$ cat src/rtl/tl_pkg.sv
// Shared types for the intersection scheduler: light encoding, phase codes, road ids.
package tl_pkg;

    localparam logic [1:0] LIGHT_RED    = 2'b00;
    localparam logic [1:0] LIGHT_YELLOW = 2'b01;
    localparam logic [1:0] LIGHT_GREEN  = 2'b10;

    typedef enum logic [2:0] {
        ALL_RED  = 3'd0,
        A_GREEN  = 3'd1,
        A_YELLOW = 3'd2,
        B_GREEN  = 3'd3,
        B_YELLOW = 3'd4
    } phase_t;

    typedef enum logic {
        ROAD_A = 1'b0,
        ROAD_B = 1'b1
    } road_t;

endpackage

$ cat src/rtl/intersection_scheduler_if.sv
// Sensor inputs and light/phase outputs of the scheduler; EMERGENCY_PREEMPT_EN adds preempt signals.
interface intersection_scheduler_if;
    logic       a_sensor_1th;
    logic       a_sensor_5th;
    logic       b_sensor_1th;
    logic       b_sensor_5th;
    logic [1:0] light_a;
    logic [1:0] light_b;
    logic [2:0] phase;
`ifdef EMERGENCY_PREEMPT_EN
    logic       preempt;
    logic       preempt_road;

    modport master (
        output a_sensor_1th, a_sensor_5th, b_sensor_1th, b_sensor_5th, preempt, preempt_road,
        input  light_a, light_b, phase
    );
    modport slave (
        input  a_sensor_1th, a_sensor_5th, b_sensor_1th, b_sensor_5th, preempt, preempt_road,
        output light_a, light_b, phase
    );
`else
    modport master (
        output a_sensor_1th, a_sensor_5th, b_sensor_1th, b_sensor_5th,
        input  light_a, light_b, phase
    );
    modport slave (
        input  a_sensor_1th, a_sensor_5th, b_sensor_1th, b_sensor_5th,
        output light_a, light_b, phase
    );
`endif
endinterface

$ cat src/rtl/tl_phase_timer.sv
// Saturating phase counter, cleared on state entry; done flags cnt >= limit-1.
module tl_phase_timer #(
    parameter int CNT_W = 5
) (
    input  logic             clk,
    input  logic             rst,
    input  logic             clr_i,
    input  logic [CNT_W-1:0] limit_i,
    output logic [CNT_W-1:0] cnt_o,
    output logic             done_o
);
    localparam logic [CNT_W-1:0] ONE = CNT_W'(1);

    logic [CNT_W-1:0] cnt_q, cnt_d;

    always_comb begin
        cnt_d = cnt_q;
        if (clr_i) begin
            cnt_d = '0;
        end else if (cnt_q != {CNT_W{1'b1}}) begin
            cnt_d = cnt_q + ONE;
        end
    end

    always_ff @(posedge clk) begin
        if (!rst) begin
            cnt_q <= '0;
        end else begin
            cnt_q <= cnt_d;
        end
    end

    assign cnt_o  = cnt_q;
    assign done_o = (cnt_q >= (limit_i - ONE));

endmodule

$ cat src/rtl/intersection_scheduler.sv
// Two-road right-of-way scheduler: GREEN -> YELLOW -> ALL_RED with demand-sized greens.
// Optional macro EMERGENCY_PREEMPT_EN enables preempt/preempt_road handling.
module intersection_scheduler
    import tl_pkg::*;
#(
    parameter int ALLRED_CYC  = 2,
    parameter int YELLOW_CYC  = 3,
    parameter int GREEN_MIN   = 4,
    parameter int GREEN_SHORT = 8,
    parameter int GREEN_LONG  = 16,
    parameter int CNT_W       = 5
) (
    input  logic                   clk,
    input  logic                   rst,
    intersection_scheduler_if.slave bus
);
    localparam logic [CNT_W-1:0] ALLRED_L = CNT_W'(ALLRED_CYC);
    localparam logic [CNT_W-1:0] YELLOW_L = CNT_W'(YELLOW_CYC);
    localparam logic [CNT_W-1:0] SHORT_L  = CNT_W'(GREEN_SHORT);
    localparam logic [CNT_W-1:0] LONG_L   = CNT_W'(GREEN_LONG);
    localparam logic [CNT_W-1:0] GMIN_M1  = CNT_W'(GREEN_MIN - 1);

    phase_t           state_q, state_d;
    road_t            next_road_q, next_road_d, grant_road;
    logic [CNT_W-1:0] target_q, target_d, eff_target, limit, cnt;
    logic             done, clr, grant_en, dem_a, dem_b;
    logic [1:0]       light_a_q, light_a_d, light_b_q, light_b_d;
    logic [2:0]       phase_q, phase_d;

    assign dem_a = bus.a_sensor_1th | bus.a_sensor_5th;
    assign dem_b = bus.b_sensor_1th | bus.b_sensor_5th;

    tl_phase_timer #(.CNT_W(CNT_W)) u_timer (
        .clk     (clk),
        .rst     (rst),
        .clr_i   (clr),
        .limit_i (limit),
        .cnt_o   (cnt),
        .done_o  (done)
    );

    always_comb begin
        state_d     = state_q;
        next_road_d = next_road_q;
        target_d    = target_q;
        eff_target  = target_q;
        limit       = ALLRED_L;
        grant_en    = 1'b0;
        grant_road  = next_road_q;
        case (state_q)
            ALL_RED: begin
                if (done) begin
                    if ((next_road_q == ROAD_A) ? dem_a : dem_b) begin
                        grant_en = 1'b1;
                    end else if ((next_road_q == ROAD_A) ? dem_b : dem_a) begin
                        grant_en   = 1'b1;
                        grant_road = (next_road_q == ROAD_A) ? ROAD_B : ROAD_A;
                    end
                end
            end
            A_GREEN: begin
                // A 5th-position sensor upgrades the target in the same cycle it is seen.
                eff_target = bus.a_sensor_5th ? LONG_L : target_q;
                target_d   = eff_target;
                limit      = eff_target;
                if (dem_b && (done || (cnt >= GMIN_M1 && !dem_a))) state_d = A_YELLOW;
            end
            B_GREEN: begin
                eff_target = bus.b_sensor_5th ? LONG_L : target_q;
                target_d   = eff_target;
                limit      = eff_target;
                if (dem_a && (done || (cnt >= GMIN_M1 && !dem_b))) state_d = B_YELLOW;
            end
            A_YELLOW: begin
                limit = YELLOW_L;
                if (done) begin
                    state_d     = ALL_RED;
                    next_road_d = ROAD_B;
                end
            end
            B_YELLOW: begin
                limit = YELLOW_L;
                if (done) begin
                    state_d     = ALL_RED;
                    next_road_d = ROAD_A;
                end
            end
            default: state_d = ALL_RED;
        endcase
`ifdef EMERGENCY_PREEMPT_EN
        if (bus.preempt) begin
            case (state_q)
                ALL_RED: if (done) begin
                    grant_en   = 1'b1;
                    grant_road = road_t'(bus.preempt_road);
                end
                A_GREEN: state_d = bus.preempt_road ? A_YELLOW : A_GREEN;
                B_GREEN: state_d = bus.preempt_road ? B_GREEN : B_YELLOW;
                default: ;
            endcase
        end
`endif
        if (grant_en) begin
            if (grant_road == ROAD_A) begin
                state_d  = A_GREEN;
                target_d = bus.a_sensor_5th ? LONG_L : SHORT_L;
            end else begin
                state_d  = B_GREEN;
                target_d = bus.b_sensor_5th ? LONG_L : SHORT_L;
            end
        end
    end

    assign clr = (state_d != state_q);

    always_comb begin
        light_a_d = LIGHT_RED;
        light_b_d = LIGHT_RED;
        phase_d   = state_q;
        case (state_q)
            A_GREEN:  light_a_d = LIGHT_GREEN;
            A_YELLOW: light_a_d = LIGHT_YELLOW;
            B_GREEN:  light_b_d = LIGHT_GREEN;
            B_YELLOW: light_b_d = LIGHT_YELLOW;
            default:  ;
        endcase
    end

    always_ff @(posedge clk) begin
        if (!rst) begin
            state_q     <= ALL_RED;
            next_road_q <= ROAD_A;
            target_q    <= SHORT_L;
            light_a_q   <= LIGHT_RED;
            light_b_q   <= LIGHT_RED;
            phase_q     <= 3'd0;
        end else begin
            state_q     <= state_d;
            next_road_q <= next_road_d;
            target_q    <= target_d;
            light_a_q   <= light_a_d;
            light_b_q   <= light_b_d;
            phase_q     <= phase_d;
        end
    end

    assign bus.light_a = light_a_q;
    assign bus.light_b = light_b_q;
    assign bus.phase   = phase_q;

endmodule

$ cat src/flat_wrapper.sv
// flat-port wrapper written by rule: the top's interface ports become plain ports
module intersection_scheduler_flat import tl_pkg::*;
#(
    parameter int ALLRED_CYC  = 2,
    parameter int YELLOW_CYC  = 3,
    parameter int GREEN_MIN   = 4,
    parameter int GREEN_SHORT = 8,
    parameter int GREEN_LONG  = 16,
    parameter int CNT_W       = 5
)
  (clk, rst, bus_a_sensor_1th, bus_a_sensor_5th, bus_b_sensor_1th, bus_b_sensor_5th, bus_light_a, bus_light_b, bus_phase);
  intersection_scheduler_if bus_i ();
  input  logic clk;
  input  logic rst;
  input wire logic [$bits(bus_i.a_sensor_1th)-1:0] bus_a_sensor_1th;
  input wire logic [$bits(bus_i.a_sensor_5th)-1:0] bus_a_sensor_5th;
  input wire logic [$bits(bus_i.b_sensor_1th)-1:0] bus_b_sensor_1th;
  input wire logic [$bits(bus_i.b_sensor_5th)-1:0] bus_b_sensor_5th;
  output wire logic [$bits(bus_i.light_a)-1:0] bus_light_a;
  output wire logic [$bits(bus_i.light_b)-1:0] bus_light_b;
  output wire logic [$bits(bus_i.phase)-1:0] bus_phase;
  assign bus_i.a_sensor_1th = bus_a_sensor_1th;
  assign bus_i.a_sensor_5th = bus_a_sensor_5th;
  assign bus_i.b_sensor_1th = bus_b_sensor_1th;
  assign bus_i.b_sensor_5th = bus_b_sensor_5th;
  assign bus_light_a = bus_i.light_a;
  assign bus_light_b = bus_i.light_b;
  assign bus_phase = bus_i.phase;
  intersection_scheduler #(.ALLRED_CYC(ALLRED_CYC), .YELLOW_CYC(YELLOW_CYC), .GREEN_MIN(GREEN_MIN), .GREEN_SHORT(GREEN_SHORT), .GREEN_LONG(GREEN_LONG), .CNT_W(CNT_W)) u_core (.clk(clk), .rst(rst), .bus(bus_i));
endmodule
$ cat config.mk
export PLATFORM = sky130hd
export DESIGN_NAME = intersection_scheduler_flat
export DESIGN_NICKNAME = d
export VERILOG_FILES = /design/src/rtl/tl_pkg.sv /design/src/rtl/intersection_scheduler_if.sv /design/src/rtl/tl_phase_timer.sv /design/src/rtl/intersection_scheduler.sv /design/src/flat_wrapper.sv
export SDC_FILE = /design/constraint.sdc
export NUM_CORES = 1
export LEC_CHECK = 0
export ABC_AREA = 1
export CAP_MARGIN = 25
export CELL_PAD_IN_SITES_DETAIL_PLACEMENT = 0
export CELL_PAD_IN_SITES_GLOBAL_PLACEMENT = 1
export CORE_MARGIN = 8
export CORE_UTILIZATION = 43
export CTS_CLUSTER_SIZE = 14
export DETAILED_ROUTE_END_ITERATION = 16
export HOLD_SLACK_MARGIN = 0.15
export PLACE_DENSITY = 0.94
export SKIP_CTS_REPAIR_TIMING = 1
export SLEW_MARGIN = 20
export SYNTH_ARGS = -nofsm -noshare
export SYNTH_HDL_FRONTEND = slang
export SYNTH_HIERARCHICAL = 1
export SYNTH_SLANG_ARGS = --single-unit
$ cat constraint.sdc
create_clock -name clk -period 4.17 [get_ports clk]
set_input_delay 0.834 -clock clk [delete_from_list [all_inputs] [get_ports clk]]
set_output_delay 0.834 -clock clk [all_outputs]
set_load 0.02 [all_outputs]
==> results.yml <==
clock_network:
  htree_num_levels: 1
  cts_root_buf: "clkbuf_4"
  path_clk_slew_ns: 0.13
  clock_latency_ns: 0.31
  cts.sinks: 21
  clk_path_buf_depth: 2
  cts-buffers-inserted: 3
  cts_tree: "yes"
die:
  ioPinCount: 13
  start_util: 0.437
  die_w_um: 70.8
  dieArea_sq_mm: 0.00501
  core-area_sq_mm: 0.00295
  dieHeight_um: 70.8
  core.rowCount: 20
timing:
  skew_ns: 0.00630
  setup_viol: 0
  slew_headroom: 0.680
  grt_setup_unrepaired: "no"
  tightest_slew_ns: 0.478
  timing.fmax_mhz: 319
  finalCritPeriodShare: 0.752
  period_needed_ns: 3.14
  slew_viol_final: 0
  fin_setup_tns_ns: 0
  finalHoldViolations: 0
drt:
  postRouteWirelength_um: 3140
  avgViaCountPerCell: 5.50
  drc: 0
  drtAntennaViolNets: 0
  drtIter0Drc: 88
  detail_route.first_pass.iterations: 4
  vias: 1310
  routedWlPerCell_um: 13.2
global_route:
  track_usage: 0.130
  grt_start_max_net_pins: 13
  grt_pass1_wl_um: 5270
  grt_pass1_vias: 1243
  antenna_found_initial: 0
  gr-total-overflow: 0
yosys:
  synth_cells: 189
  synth_top_area_cell: "dfxtp_1"
  synth.net_count: 203
  synth_area_per_cell_sq_um: 6.83
  ys_top_cells_by_area: "dfxtp_1 (33%), nand2_1 (13%), nand3_1 (8.1%), ha_1 (7.8%), inv_1 (7.0%)"
  synth.cell_area_sq_mm: 0.00129
  ys_seq_elements: 21
  ys_seq_area_frac: 0.326
  synthSimpleGateAreaFrac: 0.351
  synth-xor-area-share: 0.0136
  synth.distinct_cells: 28
  yosys.area_share.adder: 0.0775
  synth_compound_area_frac: 0.128
  synth_top_area_share: 0.326
  muxShareOfSynthArea: 0
  yosysWarnings: 6
  synth_top_family_by_area: "simple AND/OR/NAND/NOR gates"
worst_hold_path:
  hp-class: "reg2reg"
  worstHoldPathCells: 2
critical_path:
  arrival_ns: 3.39
  critPathLaunchType: "input pin"
  crit_required_ns: 4.42
  end_kind: "register"
  reg2reg_depth: 17
  path_class: "in2reg"
  cp_max_fo: 6
final_layout:
  drive_gt1_frac: 0.141
  fillers: 296
  fin_cells: 238
  fin_nets: 220
  insertedDiodeCount: 0
  syn_to_final_growth_pct: 14.9
power:
  powerDensity_mw_per_mm2: 646
  leakage_nw: 0.706
  fin_total_pwr_mw: 0.958
  ir_worst_vdd_uv: 254
flow_run:
  drv_cap: 0
outcome:
  run_status: "complete, no violations"
placed_design:
  gp_congestion: 1.05
  place_inst: 234
  port_buffers: 12
  hpwl_um: 2390
-- routing by layer --
metal | global-route usage | wire [um]
met1 | 0.151 | 1420
met4 | 0.0624 | 72
met5 | 0 | 0
met2 | 0.219 | 1490
met3 | 0.0282 | 157
-- stage by stage --
stage | util | worst slack (ns) | cell area, sq um | hold slack [ns]
finish | 0.503 | 1.03 | 1480 | 0.521
CTS | 0.503 | 0.718 | 1480 | 0.517
floorplan | - | 1.23 | 1290 | 0.463
detailed placement | 0.493 | 0.384 | 1460 | 0.494
global placement | 0.493 | 0.417 | 1460 | 0.486
global route | 0.503 | 0.787 | 1480 | 0.549
-- cell usage in the layout (no fill, tap or decap), types with 3 or more instances in the layout --
master	count
nor2_1	14
dfxtp_1	21
clkbuf_4	3
nor3_1	4
o21ai_0	4
o21ai_1	3
ha_1	8
inv_2	11
clkdlybuf4s50_1	12
nand3_1	21
a31oi_1	4
nor2_4	3
nor2_2	3
nand2_1	44
a21oi_1	7
inv_1	24
-- flip-flops by register name, summed over array words and instances (netlist names) --
name,flops
u_core/bus.phase,3
u_core/phase_d,3
u_core/u_timer/cnt_o,5
u_core/next_road_q,1
u_core/bus.light_a,2
u_core/target_q,5
u_core/bus.light_b,2
-- report_power, final --
| part | internal [mW] | total (mW) | switching (mW) |
|---|---|---|---|
| combinational | 0.206 | 0.586 | 0.380 |
| clock | 0.0358 | 0.102 | 0.0661 |
| sequential | 0.237 | 0.270 | 0.0334 |
-- path summary, 6_finish.rpt --
kind / slack (ns) / end / start
worst max-delay path: 1.03 / u_core/u_timer/cnt_o[4]$_SDFFE_PP0P_ / bus_b_sensor_5th
worst min-delay path: 0.52 / u_core/target_q[0]$_SDFFE_PN0P_ / u_core/target_q[0]$_SDFFE_PN0P_
worst max register to register: 1.11 / u_core/u_timer/cnt_o[4]$_SDFFE_PP0P_ / u_core/phase_d[0]$_SDFF_PN0_
worst min register to register: 0.52 / u_core/target_q[0]$_SDFFE_PN0P_ / u_core/target_q[0]$_SDFFE_PN0P_
-- kinds of logic (layout without fill, tap and decap cells) --
group                    after synthesis  after routing
AND/OR/NAND/NOR                       97             97
adder cells (fa/ha/maj)                8              8
flip-flops                            21             21
AO/OA/AOI/OAI                         25             25
XOR/XNOR                               2              2
buffers and inverters                 36             52
-- cells in the mapped netlist --
cell / instances
xnor2_1: 1
nand2_1: 44
o21ai_0: 4
a21oi_1: 7
inv_1: 24
o21bai_1: 1
clkbuf_1: 1
inv_2: 11
ha_1: 8
nor2_1: 14
a32o_1: 1
o211ai_2: 1
nor2_4: 3
nor3_1: 4
o21ai_4: 1
xor2_1: 1
o21ai_2: 1
and3_1: 1
nor4_1: 1
nor2_2: 3
nand4_1: 2
o21ai_1: 3
o211ai_1: 2
nand3_2: 2
nand2_2: 2
nand3_1: 21
a31oi_1: 4
dfxtp_1: 21
-- critical path, stage by stage --
cell             delay (ns)
clkdlybuf4s50_1        0.43
inv_2                  0.13
nand3_1                0.11
nand3_1                0.12
inv_2                  0.05
ha_1                   0.29
o21ai_1                0.14
nand3_1                0.17
nand2_1                0.16
nor2_4                 0.07
o21ai_4                0.10
inv_2                  0.11
a31oi_1                0.19
nand3_1                0.15
nor2_4                 0.15
inv_1                  0.06
a21oi_1                0.11
-- final cells by class --
cell class,count,area (sq um),area share
multi-input cells,132,736,0.496
flip-flops and latches,21,420,0.283
inverters,35,131,0.0885
repair buffers,13,128,0.0860
well taps,33,41.3,0.0278
clock buffers,3,22.5,0.0152
clock inverters,1,5.00,0.00337
(Power assumes the default switching activity.)
